## config.mk

```make
export PLATFORM = sky130hd
export DESIGN_NAME = redundant_resolve_flat
export DESIGN_NICKNAME = d
export VERILOG_FILES = /design/src/rtl/redundant_resolve_pkg.sv /design/src/rtl/redundant_resolve_if.sv /design/src/rtl/redundant_resolve_limb_carry_add.sv /design/src/rtl/redundant_resolve.sv /design/src/flat_wrapper.sv
export SDC_FILE = /design/constraint.sdc
export NUM_CORES = 1
export LEC_CHECK = 0
export ABC_AREA = 1
export CAP_MARGIN = 20
export CORE_ASPECT_RATIO = 1.1
export CORE_MARGIN = 10
export CORE_UTILIZATION = 29
export DETAILED_ROUTE_END_ITERATION = 7
export HOLD_SLACK_MARGIN = 0.1
export PLACE_DENSITY_LB_ADDON = 0.25
export SLEW_MARGIN = 20
export SYNTH_ARGS = -nofsm -noshare
export SYNTH_HDL_FRONTEND = slang
export SYNTH_SLANG_ARGS = --single-unit
```

## constraint.sdc

```tcl
create_clock -name clk -period 5 [get_ports clk]
set_input_delay 1.25 -clock clk [delete_from_list [all_inputs] [get_ports clk]]
set_output_delay 1.25 -clock clk [all_outputs]
set_load 0.005 [all_outputs]
```

## src/rtl/redundant_resolve_pkg.sv

```systemverilog
// Shared parameters and types for the BN254 redundant-arithmetic datapath.
// Carries the operand, result and carry-resolution FSM types.
package PARAMS_BN254_d0;

    localparam int ADD_DIV       = 4;
    localparam int LEN_12M_TILDE = 272;
    localparam int L3_CARRY      = 8;
    localparam int QPMM_FP_W     = 289;
    localparam int RES_CARRY_W   = L3_CARRY + 1;

    typedef logic [LEN_12M_TILDE/ADD_DIV-1:0] fp_div4_t;
    typedef logic [QPMM_FP_W-1:0]             qpmm_fp_t;

    typedef struct packed {
        logic [L3_CARRY-1:0] carry;
        fp_div4_t            val;
    } redundant_limb_L3_t;

    // Limb i occupies bits [76*i +: 76] as {carry_i, val_i}.
    typedef redundant_limb_L3_t [ADD_DIV-1:0] redundant_poly_L3;

    typedef enum logic [1:0] {
        IDLE = 2'd0,
        RUN  = 2'd1,
        DONE = 2'd2
    } resolve_state_t;

    typedef struct packed {
        resolve_state_t state;
        logic [1:0]     idx;
    } resolve_dbg_t;

endpackage

```

## src/rtl/redundant_resolve_if.sv

```systemverilog
// Operand-in / result-out handshake bundle for the carry-resolution stage.
// Both channels: a transfer happens on a rising clk edge where valid and ready are both high;
// a source holds valid and data stable until that edge, and ready never waits on valid.
interface redundant_resolve_if;
    import PARAMS_BN254_d0::*;

    logic             in_valid;
    logic             in_ready;
    redundant_poly_L3 in_data;
    logic             out_valid;
    logic             out_ready;
    qpmm_fp_t         out_data;

    modport master (
        output in_valid, in_data, out_ready,
        input  in_ready, out_valid, out_data
    );

    modport slave (
        input  in_valid, in_data, out_ready,
        output in_ready, out_valid, out_data
    );

endinterface

```

## src/rtl/redundant_resolve_limb_carry_add.sv

```systemverilog
// One limb step of carry resolution: value plus running carry, then fold in the
// limb's own carry field to form the carry into the next limb.
module limb_carry_add #(
    parameter int W   = 68,
    parameter int CW  = 8,
    parameter int RCW = 9
) (
    input  logic [W-1:0]   val,
    input  logic [RCW-1:0] cin,
    input  logic [CW-1:0]  carry,
    output logic [W-1:0]   sum,
    output logic [RCW-1:0] cout
);

    logic [W:0] acc;

    // cout peaks at 1 + 255 = 256, which fits RCW bits without wrap.
    always_comb begin
        acc  = {1'b0, val} + (W+1)'(cin);
        sum  = acc[W-1:0];
        cout = RCW'(acc[W]) + RCW'(carry);
    end

endmodule

```

## src/rtl/redundant_resolve.sv

```systemverilog
// Sequential carry resolution of a level-3 redundant operand into a canonical
// integer, one limb per cycle; no modular reduction is applied.
module redundant_resolve
    import PARAMS_BN254_d0::*;
#(
    parameter int LIMBS = ADD_DIV,
    parameter int W     = LEN_12M_TILDE/ADD_DIV,
    parameter int CW    = L3_CARRY
) (
    input  logic                clk,
    input  logic                rstn,
    redundant_resolve_if.slave  bus,
    output resolve_dbg_t        dbg
);

    localparam int IW = (LIMBS > 1) ? $clog2(LIMBS) : 1;

    resolve_state_t         state;
    redundant_poly_L3       op;
    logic [W*LIMBS-1:0]     res;
    logic [RES_CARRY_W-1:0] cr;
    logic [IW-1:0]          idx;

    logic [W-1:0]           limb_val;
    logic [CW-1:0]          limb_carry;
    logic [W-1:0]           limb_sum;
    logic [RES_CARRY_W-1:0] cr_next;

    always_comb begin
        limb_val   = W'(op[idx].val);
        limb_carry = CW'(op[idx].carry);
    end

    limb_carry_add #(
        .W   (W),
        .CW  (CW),
        .RCW (RES_CARRY_W)
    ) u_limb_add (
        .val   (limb_val),
        .cin   (cr),
        .carry (limb_carry),
        .sum   (limb_sum),
        .cout  (cr_next)
    );

    always_ff @(posedge clk or negedge rstn) begin
        if (!rstn) begin
            state <= IDLE;
            op    <= '0;
            res   <= '0;
            cr    <= '0;
            idx   <= '0;
        end else begin
            case (state)
                IDLE: begin
                    if (bus.in_valid) begin
                        op    <= bus.in_data;
                        cr    <= '0;
                        idx   <= '0;
                        state <= RUN;
                    end
                end
                RUN: begin
                    res[idx*W +: W] <= limb_sum;
                    cr              <= cr_next;
                    idx             <= idx + 1'b1;
                    if (idx == IW'(LIMBS-1)) state <= DONE;
                end
                DONE: begin
                    // Retire only; the earliest new accept is the following cycle.
                    if (bus.out_ready) state <= IDLE;
                end
                default: state <= IDLE;
            endcase
        end
    end

    assign bus.in_ready  = (state == IDLE);
    assign bus.out_valid = (state == DONE);
    // Final carry sits directly above the limbs; the remaining top bits stay zero.
    assign bus.out_data  = qpmm_fp_t'({cr, res});

    assign dbg.state = state;
    assign dbg.idx   = 2'(idx);

endmodule
```

## src/flat_wrapper.sv

```systemverilog
// flat-port wrapper written by rule: the top's interface ports become plain ports
module redundant_resolve_flat import PARAMS_BN254_d0::*;
#(
    parameter int LIMBS = ADD_DIV,
    parameter int W     = LEN_12M_TILDE/ADD_DIV,
    parameter int CW    = L3_CARRY
)
  (clk, rstn, dbg, bus_in_valid, bus_in_data, bus_out_ready, bus_in_ready, bus_out_valid, bus_out_data);
  redundant_resolve_if bus_i ();
  input  logic clk;
  input  logic rstn;
  output resolve_dbg_t dbg;
  input wire logic [$bits(bus_i.in_valid)-1:0] bus_in_valid;
  input wire logic [$bits(bus_i.in_data)-1:0] bus_in_data;
  input wire logic [$bits(bus_i.out_ready)-1:0] bus_out_ready;
  output wire logic [$bits(bus_i.in_ready)-1:0] bus_in_ready;
  output wire logic [$bits(bus_i.out_valid)-1:0] bus_out_valid;
  output wire logic [$bits(bus_i.out_data)-1:0] bus_out_data;
  assign bus_i.in_valid = bus_in_valid;
  assign bus_i.in_data = bus_in_data;
  assign bus_i.out_ready = bus_out_ready;
  assign bus_in_ready = bus_i.in_ready;
  assign bus_out_valid = bus_i.out_valid;
  assign bus_out_data = bus_i.out_data;
  redundant_resolve #(.LIMBS(LIMBS), .W(W), .CW(CW)) u_core (.clk(clk), .rstn(rstn), .bus(bus_i), .dbg(dbg));
endmodule
```

# After elaboration in Yosys (flattened, before gate mapping)
# Index checks and enable logic that the tools add are counted.
# op_classes
n_addsub,4
multipliers,1
div_mod_pow,0
order_cmp,1
n_eq_ne,6
shift,2
muxes,11
n_bitwise,0
n_reduce_logical,5
# ops
op,count
$bwmux 272,1
$shift 68x34->272 const A,1
$shiftx 68x34->272,1
$bmux 76 s2,1
$mux 76,1
$add 68x9->69,1
$neg 9->34,1
$pmux 9 s2,1
$add 1x8->9,1
$mux 9,1
$mux 2,4
$mul 2x5->7 const B,1
$pmux 2 s3,1
$eq 2x2->1 const B,2
$ne 2x2->1 const B,2
$pmux 2 s2,1
$reduce_and 2->1,2
$lt 2x3->1 const B,1
$reduce_and 3->1,1
$add 2x1->2 const B,1
$eq 2x1->1 const B,1
$logic_not 2->1,1
$ne 2x1->1 const B,1
$reduce_bool 2->1,1
# word_totals
register_bits,589
latchBits,0
mem_bits_rw,0
romBits,0
output_inout_bits,295
mem_count,0

# Longest topological paths before layout
# Gate-level depths: netlist (run 1).
# logic_depth
ltp_word,5
depth_mapped,34
ltp_nobuf,26

# Modules after synthesis
# Synthesis (run 1) repeated with hierarchy kept, for this count alone.
# hier_totals
hier_cells,4368
hier_area_um2,31570.3
# by_module_without_submodules
module,n_inst,cells_per_inst,area_per_inst_um2,seq_area_each_um2
redundant_resolve,1,3747,28431.0,14739.1
limb_carry_add,1,621,3139.3,0.0

# Worst setup path before layout (run 1)
# No wires, ideal clock.
# synth_path
path_kind,reg2reg
from,reg u_core.idx[0]
to,reg u_core.cr[8]
setup_ns,0.068
t_arrival_ns,5.126
setup_slack_ns,-0.194
path_stages_with_launch,34
path_buffers,8
period_less_slack_ns,5.194
cell_sequence,dfrtp_1 -> buf_6 -> inv_6 -> buf_12 -> buf_8 -> buf_6 -> buf_2 -> buf_1 -> buf_2 -> buf_2 -> nor2_1 -> o22ai_1 -> ha_1 -> inv_1 -> fa_1 -> inv_1 -> nand2_1 -> o21ai_1 -> nand2_1 -> nand2_1 -> nand3_1 -> nand2_2 -> nand3_1 -> inv_1 -> nand2_1 -> nor4_1 -> ha_1 -> ha_1 -> nand3_1 -> or2_2 -> nor2_1 -> nand2_1 -> nor2_1 -> a32o_1
# synth_between
elab_chain_len,5
# synth_rtl
item,line_no,text
"start, declared",redundant_resolve.sv:22,logic [IW-1:0] idx;
"start signal, assigned",redundant_resolve.sv:66,idx <= idx + 1'b1;
$bmux 76 s2 (*),"redundant_resolve.sv:30, redundant_resolve.sv:31",
$mux 76 (not written as such) (*),redundant_resolve.sv:30,limb_val = W'(op[idx].val);
$add 68x9->69,redundant_resolve_limb_carry_add.sv:19,"acc = {1'b0, val} + (W+1)'(cin);"
$add 1x8->9 (*),redundant_resolve_limb_carry_add.sv:21,cout = RCW'(acc[W]) + RCW'(carry);
$pmux 9 s2 (*),redundant_resolve.sv:54,case (state)
"end signal, assigned",redundant_resolve.sv:65,cr <= cr_next;
"end, declared",redundant_resolve.sv:21,logic [RES_CARRY_W-1:0] cr;
# Every way passes the cells marked *; elsewhere a longest branch is shown, timed or not. The select of a mux whose other input is x is not followed.
# A chain may end at the register's enable or synchronous reset.

# Worst setup path after layout (run 1)
# Same ends and word-level chain as after synthesis.

==> flow_summary.toml, run 1 <==
[die]
initial_core_util = 0.293
row_count = 127
die_x_um = 337
fp.coreArea_sq_mm = 0.109
num_io_pins = 603
die_area_sq_mm = 0.124
die_y_um = 368

[final_layout]
num-fill-cells = 11795
nNetsFinal = 5304
syn2layout_area_growth_pct = 30.2
drive_gt1_frac = 0.0706

[clock_tree]
cts_buffer_depth = 3
clk-insertion-delay-late_ns = 0.65
cts.sinks = 589
cts_root_buffer = "clkbuf_16"
cts_tree = "built"
postCtsSetupBuffers = 0
cts_buffers = 71
clk_pin_slew_ns = 0.06
htreeDepth = 3

[synth]
synth_edf_count = 0
ys_seq_area_frac = 0.461
synth_top_area_frac = 0.461
synthArstFlopShare = 1.00
synth_area_per_cell_sq_um = 7.12
synth_ff_type = "dfrtp_1"
synth.distinct_cells = 63
yosysWarnings = 0
netlist_area_sq_mm = 0.0320
yosysTopAreaCell = "dfrtp_1"
synth_cells = 4496
synthTopCellsByArea = "dfrtp_1 46%, nand2_1 25%, nand3_1 8.5%"
ys_ff_latch = 589

[setup_path]
crit_arrival_ns = 5.19
path_max_fanout = 24
reg2reg_slack_ns = 0.39
rr_worst_depth = 26
r2r-start = "u_core.idx[0]"
crit_path_start_kind = "flip-flop"
critPathRequiredTime_ns = 5.58
crit_type = "reg2reg"
critPathCaptureType = "flip-flop"
timing.rr.end = "u_core.cr[8]"

[outcome]
status = "complete, no violations"

[placement]
dpl_worst_slack_ns = 0.316
dp_hpwl_mm = 115
io_buffers = 594
globalplace.congestion = 0.978

[sta]
period_needed_ns = 4.61
fin_tns_setup_ns = 0
rsz0062_at_grt = "false"
setup_viol = 0
hold_violations = 0
finalCritPeriodShare = 0.922
worst_pin_slew_ns = 1.01
slew_headroom = 0.325
fmax_ghz = 0.217
timing.final.ws_setup_ns = 0.389
slew_viol_final = 0
finClkSkew_ns = 0.0249

[detailed_routing]
drtAntennaViolNets = 0
routed_wirelength_mm = 151
drtIter0Drc = 3096
via_count = 32428
drt-vias-per-instance = 5.03
wl_per_cell_um = 23.3
drt_first_pass_iters = 5
drc_errors = 0

[global_route]
grt_start_max_net_pins = 149
grt_pass1_wl_mm = 219
grt_pass1_vias = 31986
grt_antenna_before_repair = 4
overflow = 0
track_usage = 0.235

[power_and_ir_drop]
vdd_ir_drop_max_v = 0.000473
cellPowerDensity_mw_per_mm2 = 816
power.total_mw = 34.0
cellLeakagePower_nw = 20.0

[worst_hold_path]
min_path_type = "reg2reg"
min_from = "u_core.op[36]"
worstHoldPathCells = 2
min_to = "u_core.op[36]"

[job]
max_cap_viol_count = 0
-- final cells by class --
type | count | area (sq um) | area share
tap | 1419 | 1780 | 0.0426
clock inverter | 27 | 295 | 0.00709
inverter | 159 | 612 | 0.0147
multi-input combinational | 3497 | 15500 | 0.372
clock buffer | 98 | 2060 | 0.0495
timing repair buffer | 661 | 6670 | 0.160
antenna | 1 | 2.50 | 0.0000601
sequential | 589 | 14700 | 0.354
-- worst max-delay path: stages (launching register included) --
cell and delay [ns]:
dfrtp_4 0.46, buf_6 0.21, o21ai_0 0.11, o22ai_1 0.19, ha_2 0.26, inv_1 0.06
fa_1 0.38, inv_1 0.07, nand2_1 0.07, o21ai_2 0.22, nand2_1 0.09, nand2_1 0.09
nand3_1 0.08, nand2_2 0.17, nand3_1 0.14, inv_1 0.10, nand2_1 0.10, nor4_1 0.27
buf_4 0.18, ha_1 0.17, ha_1 0.17, nand3_1 0.09, or2_2 0.32, nor2_1 0.13
nand2_1 0.08, nor2_1 0.15, a32o_1 0.17
-- synthesized netlist by cell type, types with 6 or more instances --
| cell | instances |
|---|---|
| buf_2 | 44 |
| nand3_2 | 11 |
| inv_1 | 139 |
| o21ai_1 | 96 |
| buf_1 | 30 |
| or2_2 | 45 |
| o21ai_0 | 96 |
| nand4_1 | 39 |
| a32oi_1 | 6 |
| nand3b_1 | 15 |
| nor2_1 | 260 |
| a22o_1 | 11 |
| o22ai_1 | 24 |
| nor2_4 | 13 |
| o211ai_1 | 6 |
| dfrtp_1 | 589 |
| a2bb2oi_1 | 8 |
| inv_2 | 15 |
| nand2_1 | 2119 |
| xor2_1 | 15 |
| a21oi_1 | 45 |
| buf_6 | 16 |
| nand2_2 | 29 |
| ha_1 | 16 |
| buf_4 | 17 |
| clkbuf_1 | 149 |
| nor2_2 | 29 |
| nand3_1 | 541 |
| o21a_1 | 7 |
-- registers in the layout, indices dropped and copies added (netlist names) --
name          cells
u_core.idx        2
u_core.state      2
u_core.op       304
u_core.res      272
u_core.cr         9
-- stage by stage --
step	cells	utilization	hold WS (ns)	cell area [sq um]
after floorplan	4503	-	0.444	32000
after global placement	6325	0.359	0.462	39300
after detailed placement	6325	0.359	0.463	39300
after CTS	6450	0.381	0.479	41600
after global routing	6450	0.381	0.492	41600
final	6451	0.381	0.473	41600
-- placed cells by master, fill, tap and decap left out, types with 34 or more instances in the layout --
master / instances
a21oi_1: 45
buf_4: 49
clkbuf_16: 75
clkdlybuf4s50_1: 593
dfrtp_1: 587
inv_1: 137
nand2_1: 2117
nand3_1: 541
nand4_1: 39
nor2_1: 255
nor2_2: 34
o21ai_0: 96
o21ai_1: 95
or2_2: 45
-- how the worst max path moves through the flow --
stage | startpoint | end | slack (ns) | cells past startpoint
final | u_core.idx[0] | u_core.cr[8] | 0.39 | 26
after detailed placement | u_core.idx[0] | u_core.cr[6] | 0.32 | 26
after global placement | u_core.idx[0] | u_core.cr[6] | 0.30 | 26
after CTS | u_core.idx[0] | u_core.cr[8] | 0.30 | 26
after global routing | u_core.idx[1] | u_core.cr[6] | 0.02 | 25
after floorplan | u_core.idx[0] | u_core.cr[8] | 0.04 | 33
-- where the power goes --
| group | internal (mW) | switching (mW) |
|---|---|---|
| logic | 6.33 | 14.0 |
| clock network | 3.15 | 2.16 |
| registers | 6.99 | 1.32 |
-- what timing repair did --
item,CTS,global route
hold endpoints to repair,0,0
hold buffers,0,0
gates resized for setup,0,2
endpoints found under the setup margin,0,2
-- routing by layer --
metal | up-vias | share of wire | global-route usage
li1 | 15318 | - | -
met1 | 15626 | 0.42 | 0.306
met2 | 1250 | 0.46 | 0.380
met3 | 226 | 0.076 | 0.0512
met4 | 8 | 0.038 | 0.0839
met5 | - | 0.00035 | 0
-- kinds of logic (layout without fill, tap and decap cells) --
family | count (synthesis) | after routing | share of synthesized area
DFF | 589 | 589 | 0.461
xor gates and xnor gates | 23 | 23 | 0.00735
and+or+nand+nor | 3117 | 3117 | 0.407
other | 1 | 9 | 0.000117
AOI/OAI and AO/OA | 332 | 332 | 0.0602
adders and majority gates | 17 | 17 | 0.00688
buffers and inverters | 417 | 945 | 0.0574
No activity file was read; power rests on OpenSTA's default activity.
==> inputs of run 2 (changes only) <==
Settings changed: TNS_END_PERCENT from default to 20.
==> results of run 2 <==
No change in the layout: final DEF, timing and power equal those of run 1.
